### src/rtl/gpu_pkg.sv
// Shared types and constants for the rectangle descriptor fetcher.
package gpu_pkg;

    localparam int unsigned RECT_WORDS  = 6;
    localparam int unsigned RECT_COUNT  = 64;
    localparam int unsigned DATA_W      = 16;

    localparam int unsigned RECT_OFS_EN    = 0;
    localparam int unsigned RECT_OFS_X     = 1;
    localparam int unsigned RECT_OFS_Y     = 2;
    localparam int unsigned RECT_OFS_W     = 3;
    localparam int unsigned RECT_OFS_H     = 4;
    localparam int unsigned RECT_OFS_COLOR = 5;

    typedef struct packed {
        logic              en;
        logic [DATA_W-1:0] x;
        logic [DATA_W-1:0] y;
        logic [DATA_W-1:0] w;
        logic [DATA_W-1:0] h;
        logic [DATA_W-1:0] color;
    } rect_t;

    typedef enum logic [1:0] {
        ST_IDLE,
        ST_FETCH,
        ST_EMIT,
        ST_DONE
    } state_t;

endpackage

### src/rtl/gpu_rect_fetcher.sv
// Sweeps the descriptor RAM and presents each 6-word descriptor as one record.
// Optional: GPU_RECT_SKIP_DISABLED_EN drops descriptors whose enable bit is 0.
module gpu_rect_fetcher
    import gpu_pkg::*;
#(
    parameter logic [15:0] BASE_ADDR  = 16'h0000,
    parameter int unsigned RECT_COUNT = gpu_pkg::RECT_COUNT
) (
    input  logic        clk,
    input  logic        reset,
    input  logic        start,
    output logic [15:0] mem_addr,
    input  logic [15:0] mem_dout,
    output logic        rect_valid,
    input  logic        rect_ready,
    output logic [5:0]  rect_index,
    output logic        rect_en,
    output logic [15:0] rect_x,
    output logic [15:0] rect_y,
    output logic [15:0] rect_w,
    output logic [15:0] rect_h,
    output logic [15:0] rect_color,
    output logic        rect_last,
    output logic        busy,
    output logic        done
);

    localparam logic [5:0]  LAST_R    = 6'(RECT_COUNT - 1);
    localparam logic [15:0] STRIDE    = 16'(RECT_WORDS);
    localparam logic [2:0]  W_FINAL   = 3'(RECT_WORDS);
    localparam logic [2:0]  W_LASTADR = 3'(RECT_WORDS - 1);

    state_t      state;
    logic [2:0]  w_cnt;
    logic [5:0]  r_cnt;
    logic [15:0] rec_base;
    rect_t       cap_q;
    rect_t       out_q;
    logic [15:0] mem_addr_q;
    logic [5:0]  index_q;
    logic        valid_q;
    logic        last_q;
    logic        busy_q;
    logic        done_q;
    logic        skip_c;

    // A disabled descriptor is only dropped when the skip feature is built in.
    always_comb begin
        skip_c = 1'b0;
`ifdef GPU_RECT_SKIP_DISABLED_EN
        skip_c = ~cap_q.en;
`endif
    end

    always_ff @(posedge clk) begin
        if (reset) begin
            state      <= ST_IDLE;
            w_cnt      <= '0;
            r_cnt      <= '0;
            rec_base   <= '0;
            cap_q      <= '0;
            out_q      <= '0;
            mem_addr_q <= '0;
            index_q    <= '0;
            valid_q    <= 1'b0;
            last_q     <= 1'b0;
            busy_q     <= 1'b0;
            done_q     <= 1'b0;
        end else begin
            case (state)
                ST_IDLE: begin
                    done_q <= 1'b0;
                    busy_q <= 1'b0;
                    if (start) begin
                        state      <= ST_FETCH;
                        w_cnt      <= '0;
                        r_cnt      <= '0;
                        rec_base   <= BASE_ADDR;
                        mem_addr_q <= BASE_ADDR;
                        busy_q     <= 1'b1;
                    end
                end
                ST_FETCH: begin
                    // Data for the address issued at w-1 arrives at w.
                    case (w_cnt)
                        3'(RECT_OFS_EN + 1): cap_q.en <= mem_dout[0];
                        3'(RECT_OFS_X + 1):  cap_q.x  <= mem_dout;
                        3'(RECT_OFS_Y + 1):  cap_q.y  <= mem_dout;
                        3'(RECT_OFS_W + 1):  cap_q.w  <= mem_dout;
                        3'(RECT_OFS_H + 1):  cap_q.h  <= mem_dout;
                        default: ;
                    endcase
                    if (w_cnt < W_FINAL) begin
                        w_cnt      <= w_cnt + 3'd1;
                        mem_addr_q <= (w_cnt < W_LASTADR) ? rec_base + 16'(w_cnt) + 16'd1 : 16'd0;
                    end else if (skip_c) begin
                        if (r_cnt == LAST_R) begin
                            state  <= ST_DONE;
                            done_q <= 1'b1;
                        end else begin
                            r_cnt      <= r_cnt + 6'd1;
                            w_cnt      <= '0;
                            rec_base   <= rec_base + STRIDE;
                            mem_addr_q <= rec_base + STRIDE;
                        end
                    end else begin
                        state   <= ST_EMIT;
                        out_q   <= {cap_q.en, cap_q.x, cap_q.y, cap_q.w, cap_q.h, mem_dout};
                        index_q <= r_cnt;
                        last_q  <= (r_cnt == LAST_R);
                        valid_q <= 1'b1;
                    end
                end
                ST_EMIT: begin
                    if (rect_ready) begin
                        valid_q <= 1'b0;
                        if (r_cnt == LAST_R) begin
                            state  <= ST_DONE;
                            done_q <= 1'b1;
                        end else begin
                            state      <= ST_FETCH;
                            r_cnt      <= r_cnt + 6'd1;
                            w_cnt      <= '0;
                            rec_base   <= rec_base + STRIDE;
                            mem_addr_q <= rec_base + STRIDE;
                        end
                    end
                end
                ST_DONE: begin
                    state  <= ST_IDLE;
                    done_q <= 1'b0;
                    busy_q <= 1'b0;
                end
                default: state <= ST_IDLE;
            endcase
        end
    end

    assign mem_addr   = mem_addr_q;
    assign rect_valid = valid_q;
    assign rect_index = index_q;
    assign rect_en    = out_q.en;
    assign rect_x     = out_q.x;
    assign rect_y     = out_q.y;
    assign rect_w     = out_q.w;
    assign rect_h     = out_q.h;
    assign rect_color = out_q.color;
    assign rect_last  = last_q;
    assign busy       = busy_q;
    assign done       = done_q;

endmodule

### config.mk
export PLATFORM = sky130hd
export DESIGN_NAME = gpu_rect_fetcher
export DESIGN_NICKNAME = d
export VERILOG_FILES = /design/src/rtl/gpu_pkg.sv /design/src/rtl/gpu_rect_fetcher.sv
export SDC_FILE = /design/constraint.sdc
export NUM_CORES = 1
export LEC_CHECK = 0
export ABC_AREA = 1
export BUFFER_PORTS_ARGS = -buffer_cell sky130_fd_sc_hd__buf_2
export CAP_MARGIN = 0
export CORE_UTILIZATION = 35
export CTS_CLUSTER_SIZE = 8
export DETAILED_ROUTE_END_ITERATION = 10
export GPL_TIMING_DRIVEN = 0
export PLACE_DENSITY = 0.56
export SLEW_MARGIN = 30
export SYNTH_ARGS = -nofsm -noshare
export SYNTH_HDL_FRONTEND = slang
export SYNTH_SLANG_ARGS = --single-unit
### constraint.sdc
create_clock -name clk -period 1.65 [get_ports clk]
set_input_delay 0.165 -clock clk [delete_from_list [all_inputs] [get_ports clk]]
set_output_delay 0.165 -clock clk [all_outputs]
set_load 0.1 [all_outputs]
==> results_dict.tcl, run 1 <==
set metrics [dict create \
    status "finished, violations left" \
    violations "DRC, setup timing" \
    worst_pin_slew_ps 838 \
    maxSlewHeadroom 0.442 \
    coreArea_sq_mm 0.0220 \
    final_common_cell "dfxtp_1" \
    tritoncts "yes" \
    drt_iter0_drc 472 \
    rsz0062_at_grt "true" \
    drc 14 \
    grt.total_usage 0.211 \
    arrival_ps 2050 \
    antenna_found_initial 0 \
    max_freq_mhz 595 \
    fin_crit_sh 1.02 \
    num_rows 54 \
    grt_overflow_total 0 \
    synth_ff_type "dfxtp_1" \
    diodes 0 \
    ys_ff_latch 198 \
    htreeDepth 4 \
    synth.distinct_cells 35 \
    p_leak_uw 0.00423 \
    n_fill_cell 2202 \
    chipHeight_um 152 \
    port_buffers 125 \
    syn2layout_area_growth_pct 30.3 \
    min_period_ps 1680 \
    cp-start-kind "flop" \
    fin_tns_setup_ps -295 \
    critical_path_class "flop to flop" \
    synth_edf_count 0 \
    power.total_uw 13800 \
    hold_path.class "primary input to flop" \
    vias 7555 \
    cts_root_buf "clkbuf_16" \
    via_per_inst 5.03 \
    die_area_sq_mm 0.0232 \
    grt_pass1_vias 6776 \
    ant_nets 0 \
    setup_slack_ps -30.4 \
    fin_skew_ps 10.8 \
    clock_path_buffers 2 \
    synthCells 1038 \
    power_density_mw_per_mm2 1340 \
    holdWs_ps 58.6 \
    dp.final_hpwl_mm 17.0 \
    totalWireLength_mm 24.5 \
    setup_viol 19 \
    layout-drive-gt1-share 0.270 \
    cts_buffers 17 \
    ys_warn_count 0 \
    critPathCaptureType "flop" \
    grt_pass1_wl_mm 37.9 \
    async_flop_share 0 \
    cts.sinks 198 \
    critPathMaxFanout 5 \
    finalHoldViolations 0 \
    most-common-layout-cells "187 x dfxtp_1, 173 x nand2_1, 167 x a21oi_1, 135 x buf_2, 121 x o21ai_0" \
    gp_congestion 0.875 \
    cap_violations 0 \
    clock_latency_ps 440 \
    start_util 0.360 \
    die_x_um 152 \
    wire_per_inst_um 16.3 \
    clk_pin_slew_ps 80 \
    syn_avg_cell_area_sq_um 7.61 \
    mappedNetlistNets 1072 \
    peakVddDrop_mv 0.941 \
    drtPass1Iterations 9 \
    final_core_util 0.468 \
    grt_max_degree 21 \
    yosysSeqAreaShare 0.502 \
    nNetsFinal 1243 \
    finalMaxSlewViolations 0 \
    syn-cell-area_sq_mm 0.00790 \
    critPathRequiredTime_ps 2020 \
    ios 127 \
]
==> critical path, cell delays in order, from the launching register on <==
cell and delay, ps:
dfxtp_2 340, inv_2 80, ha_4 190, inv_8 30
or2_4 240, nand2_4 80, inv_4 40, nand2_4 70
nor2_4 40, buf_6 130, inv_6 60, buf_8 120
o21ai_1 80, a21oi_2 130
==> state kept, by name (all words and copies together), names as in the netlist <==
| name | cells |
|---|---|
| rect_color | 16 |
| busy | 1 |
| rect_en | 1 |
| rec_base | 15 |
| rect_last | 1 |
| mem_addr | 16 |
| r_cnt | 6 |
| done | 1 |
| rect_w | 16 |
| rect_valid | 1 |
| w_cnt | 3 |
| state | 2 |
| rect_y | 16 |
| rect_h | 16 |
| rect_x | 16 |
| cap_q | 65 |
| rect_index | 6 |
==> power breakdown <==
group | leakage, uW | switching [uW] | internal, uW
registers | 0.00160 | 372 | 5060
logic | 0.00233 | 2450 | 1580
clock network | 0.000297 | 2100 | 2230
==> area by class of cell <==
class | instances | area (sq um) | share of cell area
sequential | 198 | 3990 | 0.388
timing repair buffer | 153 | 886 | 0.0861
multi-input combinational | 674 | 3600 | 0.350
clock buffer | 18 | 439 | 0.0427
buffer | 61 | 432 | 0.0420
tap | 280 | 350 | 0.0341
inverter | 104 | 413 | 0.0401
clock inverter | 14 | 173 | 0.0168
==> cells in the mapped netlist, drive strengths merged, types with 2 or more instances <==
cell type,number,area [sq um]
dfxtp,198,3960
nand2,198,758
a21oi,187,943
o21ai,151,756
inv,103,392
nor2,67,274
nand3,42,215
clkbuf,34,129
buf,28,169
ha,13,163
nand4,4,25.0
o22ai,2,12.5
or2,2,15.0
xor2,2,17.5
==> metal layers <==
layer,global-route usage,routed length (um),vias up
li1,-,-,3758
met5,0,0,-
met2,0.339,11400,211
met1,0.286,11400,3568
met4,0.0564,256,0
met3,0.0432,1440,18
==> stage by stage <==
step           area, sq um  instances  worst slack [ps]
6_report             10300       1502             -30.4
5_1_grt              10300       1502              -112
4_1_cts               9840       1493             -23.9
3_5_place_dp          8890       1443              -445
3_3_place_gp          8890       1443              -412
2_1_floorplan         7910       1038              9.33
==> cells by family (layout without fill, tap and decap cells) <==
group                      count (synthesis)  in the layout  synth area share
AOI/OAI and AO/OA                        343            343             0.220
and+or+nand+nor                          314            314             0.164
DFF                                      198            198             0.502
buffers and inverters                    166            350            0.0878
adders and majority gates                 14             14            0.0231
xor gates and xnor gates                   3              3           0.00333
==> timing repair <==
item | 4_1_cts | 5_1_grt
buffers inserted | 15 | 7
gates cloned | 2 | 2
hold buffers | 2 | 0
resized for setup | 87 | 144
setup endpoints to repair | 187 | 177
hold endpoints to repair | 2 | 0
pin swaps | 11 | 19
==> final timing paths <==
check	slack (ps)	cells after the start	endpoint	start
worst max-delay path	-30	13	r_cnt[3]	state[0]
worst min-delay path	60	3	rect_color[15]	mem_dout[15]
worst max register to register	-30	13	r_cnt[3]	state[0]
worst min register to register	450	2	rect_w[10]	cap_q[42]
No activity file was read; power rests on OpenSTA's default activity.
==> run 2: changes to the inputs <==
ABC_CLOCK_PERIOD_IN_PS = 1650   (was unset)
TNS_END_PERCENT = 5   (was unset)
==> run 2 against run 1 <==
  * The flow still finishes with violations (DRC, setup timing)
  * Non-clock buffer count shrank 6
  * Routed wire length is essentially flat
  * Combinational power shrank 5.7%
  * Largest cell class unchanged
  * Clock skew grew 2.2 ps
  * Highest routed layer unchanged
  * Core utilization shrank 0.77 points
==> results_dict.tcl, run 2 (synthesis gave the netlist of run 1 again) <==
set metrics [dict create \
    worst_pin_slew_ps 758 \
    setup_viol 17 \
    ios 127 \
    finalMaxSlewViolations 0 \
    syn2layout_area_growth_pct 28.1 \
    clock_latency_ps 440 \
    fin_crit_sh 1.02 \
    violations "DRC, setup timing" \
    max_freq_mhz 592 \
    final_common_cell "dfxtp_1" \
    power_density_mw_per_mm2 1320 \
    vias 7451 \
    cts_root_buf "clkbuf_16" \
    fin_skew_ps 13.0 \
    die_x_um 152 \
    start_util 0.360 \
    die_area_sq_mm 0.0232 \
    grt_overflow_total 0 \
    preCtsSetupSlack_ps -406 \
    n_fill_cell 2199 \
    crit_end "mem_addr[2]" \
    most-common-layout-cells "188 x dfxtp_1, 172 x a21oi_1, 172 x nand2_1, 137 x buf_2, 134 x o21ai_0" \
    cts_buffers 17 \
    htreeDepth 4 \
    layout-drive-gt1-share 0.256 \
    chipHeight_um 152 \
    largest_register_ffs 65 \
    largest_register "cap_q" \
    clock_path_buffers 2 \
    min_period_ps 1690 \
    p_leak_uw 0.00421 \
    grt_pass1_vias 6635 \
    critPathCaptureType "flop" \
    drtPass1Iterations 8 \
    hold_path.class "primary input to flop" \
    drc 14 \
    min_path_cells 3 \
    num_rows 54 \
    setup_slack_ps -39.6 \
    antenna_found_initial 0 \
    maxSlewHeadroom 0.494 \
    dp.final_hpwl_mm 17.0 \
    via_per_inst 4.98 \
    r2r_slack_ps -40 \
    reg2regPathDepth 13 \
    startpoint "state[0]" \
    arrival_ps 2060 \
    critPathRequiredTime_ps 2020 \
    finalHoldViolations 0 \
    rr_endpoint "mem_addr[2]" \
    gp_congestion 0.865 \
    cap_violations 0 \
    ant_nets 0 \
    grt_max_degree 22 \
    status "finished, violations left" \
    wire_per_inst_um 16.4 \
    power.total_uw 13400 \
    coreArea_sq_mm 0.0220 \
    cts.sinks 198 \
    final_core_util 0.461 \
    critical_path_class "flop to flop" \
    port_buffers 125 \
    rsz0062_at_grt "true" \
    drt_iter0_drc 531 \
    peakVddDrop_mv 0.937 \
    totalWireLength_mm 24.5 \
    diodes 0 \
    r2r-start "state[0]" \
    cp-start-kind "flop" \
    nNetsFinal 1237 \
    grt.total_usage 0.208 \
    tritoncts "yes" \
    critPathMaxFanout 5 \
    grt_pass1_wl_mm 37.5 \
    clk_pin_slew_ps 80 \
]
==> run 2: cell count changes in the layout (fill, tap and decap cells not counted), sizes merged <==
cell,before,now
buf,180,172
clkinv,4,8
bufinv,1,0
clkbuf,50,51
inv,112,110
==> run 2: where the power goes <==
| part | internal, uW | switching [uW] | total (uW) |
|---|---|---|---|
| registers | 5050 | 328 | 5380 |
| clock network | 2060 | 2140 | 4200 |
| logic | 1400 | 2400 | 3800 |
| total | 8510 | 4870 | 13400 |
==> run 2: layout make-up <==
type                    count  area [sq um]  area share
plain buffers              61           388      0.0383
flip-flops and latches    198          3990       0.394
well taps                 280           350      0.0346
clock buffers              17           425      0.0420
inverters                 104           408      0.0403
multi-input cells         674          3550       0.351
repair buffers            147           830      0.0820
clock inverters            15           178      0.0176
==> run 2: critical path, cell delays in order, from the launching register on <==
cell	delay [ps]
dfxtp_2	340
inv_2	60
ha_4	180
inv_8	50
or2_4	120
nand2_4	60
inv_4	60
nand2_4	60
inv_4	70
nand2_8	70
nor2_4	200
buf_8	180
nand2_4	50
a21oi_2	130
==> run 2: per-stage QoR <==
stage / cell area [sq um] / hold slack [ps] / TNS (ps) / instances
floorplan: 7900 / 280 / -22.3 / 1038
global placement: 8880 / 411 / -32630 / 1443
detailed placement: 8880 / 412 / -34210 / 1443
CTS: 9800 / 37.1 / -1260 / 1489
global route: 10100 / 45.4 / -3870 / 1496
finish: 10100 / 56.8 / -338 / 1496
==> run 2: repair_timing <==
action | in CTS | in global routing
hold buffers | 2 | 0
pin swaps | 11 | 19
resized for setup | 84 | 87
endpoints found under the hold margin | 2 | 0
setup buffers | 11 | 5
cloned | 1 | 3
setup endpoints to repair | 177 | 180
==> run 2: how the worst min path moves through the flow <==
| stage | startpoint | to | slack (ps) |
|---|---|---|---|
| floorplan | rect_ready | rect_valid | 280 |
| global placement | rect_ready | rect_valid | 410 |
| detailed placement | rect_ready | rect_valid | 410 |
| CTS | mem_dout[3] | rect_color[3] | 40 |
| global route | mem_dout[2] | rect_color[2] | 50 |
| finish | mem_dout[3] | rect_color[3] | 60 |
==> run 2: metal layers <==
| metal | vias up | track usage | routed length, um |
|---|---|---|---|
| met5 | - | 0 | 0 |
| met1 | 3496 | 0.289 | 11600 |
| li1 | 3732 | - | - |
| met2 | 200 | 0.332 | 11200 |
| met4 | 0 | 0.0534 | 273 |
| met3 | 23 | 0.0401 | 1320 |
==> run 3: changes to the inputs <==
ABC_CLOCK_PERIOD_IN_PS = 2140   (was 1650)
CORE_MARGIN = 2   (was unset)
PLACE_DENSITY = 0.54   (was 0.56)
clock period = 2.14 ns   (was 1.65 ns; I/O delays follow)
==> run 3 against run 2 <==
  * The run now ends clean
  * Clock-buffer cell count rose by 1
  * Worst hold slack got worse by 23 ps
  * Sequential share of layout area rose by 2.3 points
  * Core utilization fell by 2.8 points
  * Final cell count fell by 1.3%
  * Largest power group unchanged
  * Critical endpoint is now r_cnt[3]
  * Via count fell by 2.5%
  * Global-route usage fell by 1.1 points
  * Highest routed layer unchanged
==> results_dict.tcl, run 3 (synthesis gave the netlist of run 1 again) <==
set metrics [dict create \
    maxSlewHeadroom 0.461 \
    cts_root_buf "clkbuf_16" \
    p_int_uw 6200 \
    nNetsFinal 1219 \
    reg2regPathDepth 13 \
    r2r-start "state[0]" \
    startpoint "state[0]" \
    totalWireLength_mm 23.9 \
    coreArea_sq_mm 0.0220 \
    critPathMaxFanout 10 \
    cp-start-kind "flop" \
    dp.final_hpwl_mm 17.4 \
    port_buffers 125 \
    status "finished clean" \
    clock_latency_ps 430 \
    via_per_inst 4.92 \
    critPathCaptureType "flop" \
    cts.sinks 198 \
    max_freq_mhz 498 \
    wire_per_inst_um 16.2 \
    arrival_ps 2370 \
    cap_violations 0 \
    tritoncts "yes" \
    clock_path_buffers 2 \
    cts_buffers 17 \
    grt_pass1_vias 6466 \
    largest_register "cap_q" \
    ff_latch_area_sq_mm 0.00397 \
    critical_path_class "flop to flop" \
    drtPass1Iterations 5 \
    fin_crit_sh 0.938 \
    setup_viol 0 \
    power.total_uw 9410 \
    largest_register_ffs 65 \
    r2r_slack_ps 130 \
    start_util 0.360 \
    p_clk_frac 0.337 \
    antenna_found_initial 0 \
    grt_pass1_wl_mm 36.5 \
    vias 7268 \
    holdWs_ps 34.1 \
    finalHoldViolations 0 \
    stdcell_count 1477 \
    clk_pin_slew_ps 70 \
    worst_pin_slew_ps 809 \
    crit_end "r_cnt[3]" \
    final_common_cell "dfxtp_1" \
    switching_power_uw 3210 \
    layout-drive-gt1-share 0.178 \
    placedCellCount 1443 \
    critPathRequiredTime_ps 2500 \
    hold_path.class "primary input to flop" \
    p_leak_uw 0.00396 \
    num_rows 54 \
    rr_endpoint "r_cnt[3]" \
    combPwrFrac 0.225 \
    drt_iter0_drc 445 \
    die_area_sq_mm 0.0238 \
    ios 127 \
    htreeDepth 4 \
    most-common-layout-cells "197 x dfxtp_1, 193 x nand2_1, 185 x a21oi_1, 149 x o21ai_0, 139 x buf_2" \
    min_period_ps 2010 \
    power_density_mw_per_mm2 991 \
    fin_skew_ps 9.59 \
    finalMaxSlewViolations 0 \
    netSwitchingFraction 0.341 \
    grt_overflow_total 0 \
    n_fill_cell 2309 \
    pwr-share-seq 0.438 \
    rsz0062_at_grt "false" \
    grt_max_degree 19 \
    ant_nets 0 \
    syn2layout_area_growth_pct 20.3 \
    peakVddDrop_mv 0.578 \
    fin_tns_setup_ps 0 \
    grt.total_usage 0.197 \
    multi_input_area_sq_mm 0.00325 \
    drc 0 \
    gp_congestion 0.901 \
    chipHeight_um 154 \
    die_x_um 154 \
    diodes 0 \
]
[run 3: timing repair]
action / CTS / global route
endpoints found under the hold margin: 1 / 0
buffers inserted: 0 / 3
endpoints found under the setup margin: 0 / 84
hold buffers: 1 / 0
resized for setup: 0 / 15
[run 3: worst min-delay path by stage]
stage	end	from	slack, ps	cells after the start
after global routing	busy	start	50	3
after global placement	rect_h[15]	cap_q[31]	440	2
final	busy	start	30	3
after floorplan	rect_valid	rect_ready	330	1
after detailed placement	rect_valid	rect_ready	450	2
after CTS	busy	start	20	3
[run 3: layer usage]
metal | vias up | share of wire | wire (um) | GRT usage
li1 | 3699 | - | - | -
met1 | 3346 | 0.50 | 11900 | 0.282
met2 | 200 | 0.44 | 10500 | 0.305
met3 | 23 | 0.051 | 1220 | 0.0381
met4 | 0 | 0.014 | 324 | 0.0521
met5 | - | 0 | 0 | 0
[run 3: critical path: stages, from the launching register on]
cell and delay, ps:
dfxtp_2 350, inv_1 80, ha_1 220, buf_6 150
inv_6 90, or2_4 130, nand2_2 50, inv_2 50
nand2_2 70, nor2_4 200, buf_4 160, nand2_1 50
or2_1 210, a21oi_1 110
[run 3: metrics by stage]
stage          area, sq um   util  worst slack [ps]
3_3_place_gp          8870  0.404              81.2
3_5_place_dp          8870  0.404              75.6
5_1_grt               9500  0.433              17.0
2_1_floorplan         7900      -               457
6_report              9500  0.433               133
4_1_cts               9460  0.431              45.1
[run 3: layout make-up]
type / instances / area share
Clock inverter: 13 / 0.0144
Clock buffer: 18 / 0.0462
Sequential cell: 198 / 0.417
Buffer: 61 / 0.0327
Tap cell: 280 / 0.0369
Inverter: 104 / 0.0416
Timing Repair Buffer: 129 / 0.0693
Multi-Input combinational cell: 674 / 0.342
[run 3: power by group through the flow]
stage	clock network, uW	registers, uW	logic [uW]
floorplan	0	4390	1280
CTS	3240	4110	2060
global route	3380	4150	2330
detailed placement	0	4200	2050
global placement	0	4200	2040
finish	3170	4120	2120
